<file path="src/rtl/text_buffer_writer.sv">
// rtl/text_buffer_writer.sv - character-cell text buffer with cursor, control codes, wrap and scroll
module text_buffer_writer #(
    parameter int COLS = 32,
    parameter int ROWS = 4,
    parameter int X0   = 192,
    parameter int Y0   = 208,
    localparam int CW  = $clog2(COLS),
    localparam int RW  = $clog2(ROWS)
) (
    input  logic          clk,
    input  logic          reset,
    input  logic [6:0]    char_in,
    input  logic          char_valid,
    output logic          char_ready,
    input  logic [9:0]    x,
    input  logic [9:0]    y,
    output logic [6:0]    ascii_char,
    output logic [CW-1:0] cursor_col,
    output logic [RW-1:0] cursor_row
);

    localparam int CELLS = COLS * ROWS;
    localparam int AW    = CW + RW;

    localparam logic [6:0]    SPACE       = 7'h20;
    localparam logic [AW-1:0] CLEAR_LAST  = AW'(CELLS - 1);
    localparam logic [AW-1:0] SCROLL_LAST = AW'((ROWS - 1) * COLS);
    localparam logic [AW-1:0] BLANK_LAST  = AW'(COLS - 1);
    localparam logic [CW-1:0] COL_MAX     = CW'(COLS - 1);
    localparam logic [RW-1:0] ROW_MAX     = RW'(ROWS - 1);

    typedef enum logic [1:0] {
        S_CLEAR,
        S_IDLE,
        S_SCROLL,
        S_BLANK
    } state_t;

    state_t        state_q, state_d;
    logic [CW-1:0] col_q, col_d;
    logic [RW-1:0] row_q, row_d;
    logic [AW-1:0] cnt_q, cnt_d;
    logic          ready_q, ready_d;

    logic [6:0]    mem_q [CELLS];
    logic [6:0]    scroll_q;
    logic [6:0]    ascii_q;

    logic          wr_en;
    logic [AW-1:0] wr_addr;
    logic [6:0]    wr_data;
    logic [AW-1:0] scroll_addr;
    logic          accept;
    logic          printable;
    logic          adv_row;

    logic          in_win;
    logic [9:0]    x_off;
    logic [9:0]    y_off;
    logic [AW-1:0] disp_addr;

    // ready is only ever high in IDLE, so it alone qualifies an accept
    assign accept    = ready_q && char_valid;
    assign printable = (char_in >= 7'h20) && (char_in != 7'h7F);

    // Scroll reads run one cell ahead of the write, so the source is always one row down
    assign scroll_addr = cnt_q + AW'(COLS);

    // Pixel-to-cell mapping for the display port
    assign in_win = ({1'b0, x} >= 11'(X0)) && ({1'b0, x} < 11'(X0 + 8 * COLS)) &&
                    ({1'b0, y} >= 11'(Y0)) && ({1'b0, y} < 11'(Y0 + 16 * ROWS));
    assign x_off     = x - 10'(X0);
    assign y_off     = y - 10'(Y0);
    assign disp_addr = {RW'(y_off >> 4), CW'(x_off >> 3)};

    // Next-state, cursor and write-port decode
    always_comb begin
        state_d = state_q;
        col_d   = col_q;
        row_d   = row_q;
        cnt_d   = cnt_q;
        ready_d = ready_q;
        wr_en   = 1'b0;
        wr_addr = cnt_q;
        wr_data = SPACE;
        adv_row = 1'b0;

        unique case (state_q)
            S_CLEAR: begin
                wr_en   = 1'b1;
                wr_addr = cnt_q;
                if (cnt_q == CLEAR_LAST) begin
                    state_d = S_IDLE;
                    ready_d = 1'b1;
                    cnt_d   = '0;
                end else begin
                    cnt_d = cnt_q + 1'b1;
                end
            end

            S_IDLE: begin
                if (accept) begin
                    if (printable) begin
                        wr_en   = 1'b1;
                        wr_addr = {row_q, col_q};
                        wr_data = char_in;
                        if (col_q == COL_MAX) begin
                            col_d   = '0;
                            adv_row = 1'b1;
                        end else begin
                            col_d = col_q + 1'b1;
                        end
                    end else if (char_in == 7'h0A || char_in == 7'h0D) begin
                        col_d   = '0;
                        adv_row = 1'b1;
                    end else if (char_in == 7'h08) begin
                        // No reverse wrap: backspace at column 0 does nothing
                        if (col_q != '0) begin
                            col_d   = col_q - 1'b1;
                            wr_en   = 1'b1;
                            wr_addr = {row_q, col_q - 1'b1};
                        end
                    end else if (char_in == 7'h0C) begin
                        col_d   = '0;
                        row_d   = '0;
                        cnt_d   = '0;
                        ready_d = 1'b0;
                        state_d = S_CLEAR;
                    end
                end
            end

            S_SCROLL: begin
                // Count 0 only primes the scroll read; writes lag the reads by one cell
                wr_en   = (cnt_q != '0);
                wr_addr = cnt_q - 1'b1;
                wr_data = scroll_q;
                if (cnt_q == SCROLL_LAST) begin
                    state_d = S_BLANK;
                    cnt_d   = '0;
                end else begin
                    cnt_d = cnt_q + 1'b1;
                end
            end

            S_BLANK: begin
                wr_en   = 1'b1;
                wr_addr = {ROW_MAX, CW'(cnt_q)};
                if (cnt_q == BLANK_LAST) begin
                    state_d = S_IDLE;
                    ready_d = 1'b1;
                    cnt_d   = '0;
                end else begin
                    cnt_d = cnt_q + 1'b1;
                end
            end

            default: begin
                state_d = S_CLEAR;
                cnt_d   = '0;
                ready_d = 1'b0;
            end
        endcase

        // Row advance from a wrap or newline; the bottom row scrolls instead
        if (adv_row) begin
            if (row_q == ROW_MAX) begin
                state_d = S_SCROLL;
                ready_d = 1'b0;
                cnt_d   = '0;
            end else begin
                row_d = row_q + 1'b1;
            end
        end
    end

    // FSM state, cursor, sequencing counter and handshake register
    always_ff @(posedge clk or posedge reset) begin
        if (reset) begin
            state_q <= S_CLEAR;
            col_q   <= '0;
            row_q   <= '0;
            cnt_q   <= '0;
            ready_q <= 1'b0;
        end else begin
            state_q <= state_d;
            col_q   <= col_d;
            row_q   <= row_d;
            cnt_q   <= cnt_d;
            ready_q <= ready_d;
        end
    end

    // Buffer write port
    always_ff @(posedge clk) begin
        if (wr_en) begin
            mem_q[wr_addr] <= wr_data;
        end
    end

    // Scroll read port, free-running; only consumed while scrolling
    always_ff @(posedge clk) begin
        scroll_q <= mem_q[scroll_addr];
    end

    // Display read port; a same-cycle write to the cell is seen next cycle
    always_ff @(posedge clk or posedge reset) begin
        if (reset) begin
            ascii_q <= SPACE;
        end else begin
            ascii_q <= in_win ? mem_q[disp_addr] : SPACE;
        end
    end

    assign char_ready = ready_q;
    assign ascii_char = ascii_q;
    assign cursor_col = col_q;
    assign cursor_row = row_q;

endmodule

</file>
<file path="config.mk">
export PLATFORM = sky130hd
export DESIGN_NAME = text_buffer_writer
export DESIGN_NICKNAME = d
export VERILOG_FILES = /design/src/rtl/text_buffer_writer.sv
export SDC_FILE = /design/constraint.sdc
export NUM_CORES = 1
export LEC_CHECK = 0
export CAP_MARGIN = 20
export CORE_ASPECT_RATIO = 0.75
export CORE_UTILIZATION = 35
export DETAILED_ROUTE_END_ITERATION = 10
export DONT_BUFFER_PORTS = 1
export PLACE_DENSITY_LB_ADDON = 0.12
export SLEW_MARGIN = 10
export SYNTH_ARGS = -nofsm -noshare
export SYNTH_HDL_FRONTEND = slang
export SYNTH_SLANG_ARGS = --single-unit
</file>
<file path="constraint.sdc">
create_clock -name clk -period 7.2 [get_ports clk]
set_clock_uncertainty 0.1 [all_clocks]
set_input_delay 0.72 -clock clk [delete_from_list [all_inputs] [get_ports clk]]
set_output_delay 0.72 -clock clk [all_outputs]
set_load 0.1 [all_outputs]
</file>
# Word level (Yosys, flattened, before mapping)

Memory sizes are Yosys's and may differ from the RTL's. A register that Yosys moved wholly into a read port is not among the register bits.
Cells that the tools add are included.

$add $sub $neg: 8
Magnitude comparators: 5
Equality and inequality tests: 14
Muxes and demuxes: 69
Reduce and logical (&&, ||, !) cells: 12

Operators by type and width:

| operator                                                                             | number |
|---|---|
| 7-bit two-way mux                                                                    | 18 |
| 7-bit case mux with 4 select lines                                                   | 2 |
| 2-bit two-way mux                                                                    | 18 |
| 5-bit two-way mux                                                                    | 6 |
| 7-bit by 4-bit equality test with 1-bit output, second input constant                | 4 |
| 1-bit two-way mux                                                                    | 21 |
| 10-bit by 8-bit greater-or-equal comparator with 1-bit output, second input constant | 2 |
| 10-bit by 9-bit < comparator with 1-bit output, second input constant                | 2 |
| 7-bit equality test, second input constant                                           | 2 |
| 7-bit case mux with 2 select lines                                                   | 1 |
| 2-bit case mux with 4 select lines                                                   | 1 |
| 8-bit subtractor, second input constant                                              | 1 |
| 7-bit by 1-bit adder with 7-bit output, second input constant                        | 1 |
| 7-bit by 6-bit adder with 7-bit output, second input constant                        | 1 |
| 7-bit by 5-bit equality test with 1-bit output, second input constant                | 1 |
| 7-bit by 6-bit greater-or-equal comparator with 1-bit output, second input constant  | 1 |
| 7-bit != test, second input constant                                                 | 1 |
| 7-bit nonzero test                                                                   | 1 |
| 7-bit by 1-bit subtractor with 7-bit output, second input constant                   | 1 |
| 2-bit equality test, second input constant                                           | 3 |
| 1-bit case mux with 3 select lines                                                   | 2 |
| 6-bit by 5-bit subtractor with 6-bit output, second input constant                   | 1 |
| 5-bit by 1-bit adder with 5-bit output, second input constant                        | 1 |
| 5-bit equality test, second input constant                                           | 1 |
| 11 further kinds                                                                     | 15 |

Bits in registers: 24
Bits in writable memories: 896
Bits of input ports: 30
Output and inout port bits: 15
Logic and storage cells: 115
Memories kept: 1

Memories:

| memory | depth | width | rd ports | clocked after Yosys merged registers in | wr ports | line | text |
|---|---|---|---|---|---|---|---|
| mem_q  | 128   | 7     | 2        | 1                                       | 1        | 45   | `logic [6:0] mem_q [CELLS];` |

# Depth between registers and ports, before layout

Word-level depth: 9
Mapped depth: 13
Mapped depth without buffers: 9

# Worst setup path before layout

Ideal clock, no wire load.

Kind: register to register
Start: register ready_q (netlist: char_ready)
End: memory mem_q[0][0] (data pin)
Library setup time: 0.827 ns
Arrival time: 5.111 ns
Data required time: 6.273 ns
Setup slack: 1.162 ns
Stages on the path, launching flop included: 5
Path buffers: 0
Period minus slack after synthesis: 6.038 ns
Cells stage by stage: dfrtp_1 nand3_1 a211oi_1 a22oi_1 nor2b_1

Word-level cells in the longest chain between the ends: 3

RTL lines:

| item                               | line | text |
|---|---|---|
| start, declared                    | 43   | `logic ready_q, ready_d;` |
| start signal, assigned             | 190  | `ready_q <= ready_d;` |
| 1-bit logical AND                  | 63   | `assign accept = ready_q && char_valid;` |
| 7-bit two-way mux                  | 102  | `if (accept) begin` |
| 7-bit case mux with 2 select lines | 88   | `unique case (state_q)` |
| net wr_data[0]                     | 51   | `logic [6:0] wr_data;` |
| end, declared                      | 45   |  |

The timed path passes the listed nets, and every way through them passes these cells.

# Final worst setup path

Start: register col_q[1] (netlist: cursor_col[1])
End: memory mem_q[59][0], enable pin

Word-level cells in the longest chain between the ends: 9
Elaborated cells on any way between the ends: 16
Those cells by class: add/sub: 1; mux: 14; reduce/logical: 1

RTL lines:

| item                                                                                | line | text |
|---|---|---|
| start, declared                                                                     | 40   | `logic [CW-1:0] col_q, col_d;` |
| start signal, assigned                                                              | 187  | `col_q <= col_d;` |
| branches (longest 9 deep; another with 5-bit by 1-bit subtractor with 5-bit output) | n/a  |  |

Parallel ways; which one is timed is not known.

==> flow_metrics.env <==
export IMPL_path_clk_slew_ns=0.06
export IMPL_dieHeight_um=312
export IMPL_ir_worst_vdd_mv=0.174
export IMPL_pwr_density_cell_nw_per_um2=224
export IMPL_cts_buffer_depth=3
export IMPL_antenna_found_initial=4
export IMPL_synthAdderAreaFrac=0.00363
export IMPL_drv_cap=0
export IMPL_groute_layer_met1_usage=0.346
export IMPL_cts_tree="built"
export IMPL_clkLatencyLatePin_ns=0.73
export IMPL_cts_buffers=99
export IMPL_synth_edff_count=896
export IMPL_cts_resized_gates=0
export IMPL_synth_compound_area_share=0.0609
export IMPL_final_common_cell="edfxtp_1"
export IMPL_cts_max_level=3
export IMPL_grt_pass1_wl_um=214000
export IMPL_arrival_ns=5.79
export IMPL_min_period_over_period=0.772
export IMPL_yosys_area_share_simple=0.0426
export IMPL_postCtsSetupBuffers=0
export IMPL_clock_sinks=927
export IMPL_power_leakage_nw=16.0
export IMPL_synth_top_family_by_area="multiplexers"
export IMPL_syn_area_um2=44800
export IMPL_synth_warnings=0
export IMPL_use_met2=0.346
export IMPL_start_kind="register"
export IMPL_grt_pass1_vias=26887
export IMPL_rows=113
export IMPL_grt_max_degree=273
export IMPL_min_to="cursor_col[4]$_DFFE_PP0P_"
export IMPL_die_x_um=415
export IMPL_layout_common_cells="edfxtp_1 (896), mux4_2 (408), mux2i_1 (209), nor2_1 (182), clkbuf_16 (101)"
export IMPL_initial_core_util=0.353
export IMPL_min_period_ns=5.56
export IMPL_timing_setup_tns_ns=0
export IMPL_reg2regPathDepth=9
export IMPL_status="finished clean"
export IMPL_final_hold_viol_count=0
export IMPL_required_ns=7.43
export IMPL_r2r_end="mem_q[59][0]$_DFFE_PP_"
export IMPL_grt_busiest_layer="met2"
export IMPL_drt_initial_drc_count=3369
export IMPL_synth_async_reset_ratio=0.0259
export IMPL_synth_xor_area_frac=0.000978
export IMPL_avgRoutedWirePerCell_um=35.7
export IMPL_syn_num_nets=2623
export IMPL_critPathCaptureType="register"
export IMPL_grt_use_total=0.236
export IMPL_die_area_um2=129000
export IMPL_gp_congestion=0.909
export IMPL_avgViaCountPerCell=6.25
export IMPL_cp_max_fo=13
export IMPL_via_count=26797
export IMPL_io_pins=45
export IMPL_yosysUniqueCellTypes=83
export IMPL_rrSetupSlack_ns=1.64
export IMPL_totalWireLength_um=153000
export IMPL_fmaxAchievable_mhz=180
export IMPL_reg2reg_from="cursor_col[1]$_DFFE_PP0P_"
export IMPL_min_path_cells=3
export IMPL_rsz0062_at_grt="false"
export IMPL_drt_first_pass_iters=7
export IMPL_yosysSeqAreaShare=0.618
export IMPL_drive_gt1_frac=0.248
export IMPL_layout_nets=2587
export IMPL_relSlewSlack=0.00575
export IMPL_finalSetupViolCount=0
export IMPL_synth_cells=2580
export IMPL_met3_usage=0.0623
export IMPL_io_buffer_count=0
export IMPL_final_core_util=0.392
export IMPL_antenna_cells=0
export IMPL_finalMaxSlewViolations=0
export IMPL_globalRouteOverflowTotal=0
export IMPL_yosys_mux_area_fraction=0.253
export IMPL_synthFlopType="edfxtp_1"
export IMPL_area_delta_synth_final_pct=11.0
export IMPL_hold_class="in -> reg"
export IMPL_ant_nets=0
export IMPL_cts_root_buffer="clkbuf_16"
export IMPL_hpwlAfterDp_um=96900
export IMPL_coreArea_um2=127000
export IMPL_tightest_slew_ns=1.49
export IMPL_critical_path_class="reg -> reg"
export IMPL_holdBufCountCts=1
export IMPL_yosys_register_bits=927
export IMPL_drc=0
export IMPL_syn_area_per_cell_um2=17.4
export IMPL_min_delay_start="char_in[2]"
[Yosys cell counts, drive strengths merged, types with 5 or more instances]
cell    number  area share
nand2b       9      0.0013
a21oi       71      0.0081
o31ai        6      0.0010
inv         17      0.0014
a211oi      14      0.0023
o22ai       26      0.0036
mux2         6      0.0015
o32ai        5      0.0011
and2         6     0.00084
o221ai      35      0.0068
clkbuf      84      0.0071
a31oi       20      0.0028
nor2b       15      0.0021
nand3       33      0.0037
mux2i      209       0.047
a22oi       49      0.0083
edfxtp     896        0.60
nand2       96      0.0083
nor3        21      0.0029
nor2       182       0.015
dfrtp       23       0.013
buf        104       0.012
nand4       10      0.0014
mux4       408        0.21
o21ai       72      0.0080
ha          13      0.0036
a221oi      47      0.0092
or4          5     0.00092
dfxtp        7      0.0031
a22o         7      0.0014
[power by group]
group	internal (mW)	total [mW]	switching (mW)
logic	0.0934	0.198	0.104
clock network	2.88	5.10	2.22
registers	5.82	5.82	0.00158
[critical path, stage by stage (launching register included)]
cell and delay, ns:
dfrtp_1 1.05, inv_1 0.16, ha_1 0.31, nor4b_1 0.23, nor4_2 0.59, nor3_1 0.15, a31oi_1 0.47, and3_1 0.39
nand2_2 0.62, nor2_1 1.07
[state kept, by name, summed over array words and instances (netlist names)]
name	cells
mem_q	896
state_q	2
cursor_col	5
ascii_char	7
cnt_q	7
cursor_row	2
scroll_q	7
char_ready	1
[metal layers]
| metal | up-vias | share of wire |
|---|---|---|
| met5 | - | 0.0012 |
| met2 | 1239 | 0.44 |
| li1 | 10865 | - |
| met3 | 217 | 0.088 |
| met1 | 14472 | 0.45 |
| met4 | 4 | 0.025 |
[worst max-delay path by stage]
stage | startpoint | endpoint | slack [ns] | depth (start not counted)
floorplan | char_ready$_DFF_PP0_ | mem_q[0][0]$_DFFE_PP_ | 1.16 | 4
global placement | cursor_col[1]$_DFFE_PP0P_ | mem_q[33][1]$_DFFE_PP_ | 1.88 | 8
detailed placement | cursor_col[1]$_DFFE_PP0P_ | mem_q[34][5]$_DFFE_PP_ | 1.77 | 8
CTS | cursor_col[1]$_DFFE_PP0P_ | mem_q[34][3]$_DFFE_PP_ | 1.74 | 8
global route | cursor_col[1]$_DFFE_PP0P_ | mem_q[32][1]$_DFFE_PP_ | 1.48 | 8
finish | cursor_col[1]$_DFFE_PP0P_ | mem_q[59][0]$_DFFE_PP_ | 1.64 | 9
[through the flow]
step / hold slack (ns) / setup slack [ns] / power, mW / cells / area (um^2)
floorplan: 0.476 / 1.16 / 6.13 / 2580 / 44800
global placement: 0.559 / 1.88 / 6.13 / 4104 / 46500
detailed placement: 0.557 / 1.77 / 6.13 / 4105 / 46500
CTS: 0.216 / 1.74 / 11.2 / 4285 / 49600
global route: 0.231 / 1.48 / 11.4 / 4289 / 49700
finish: 0.251 / 1.64 / 11.1 / 4289 / 49700
[cell type report]
class / instances / area (um^2)
flip-flops and latches: 927 / 27700
clock buffers: 119 / 2590
inverters: 21 / 81.3
clock inverters: 60 / 538
fillers: 11444 / 77000
well taps: 1667 / 2090
multi-input cells: 1444 / 16300
repair buffers: 51 / 452
[logic make-up after synthesis]
group                    after synthesis
AO/OA/AOI/OAI                        393
XOR/XNOR                               5
adder cells (fa/ha/maj)               13
buffers and inverters                209
flip-flops                           927
multiplexers                         623
AND/OR/NAND/NOR                      410
Note: power is estimated with default switching activity, not from simulation.
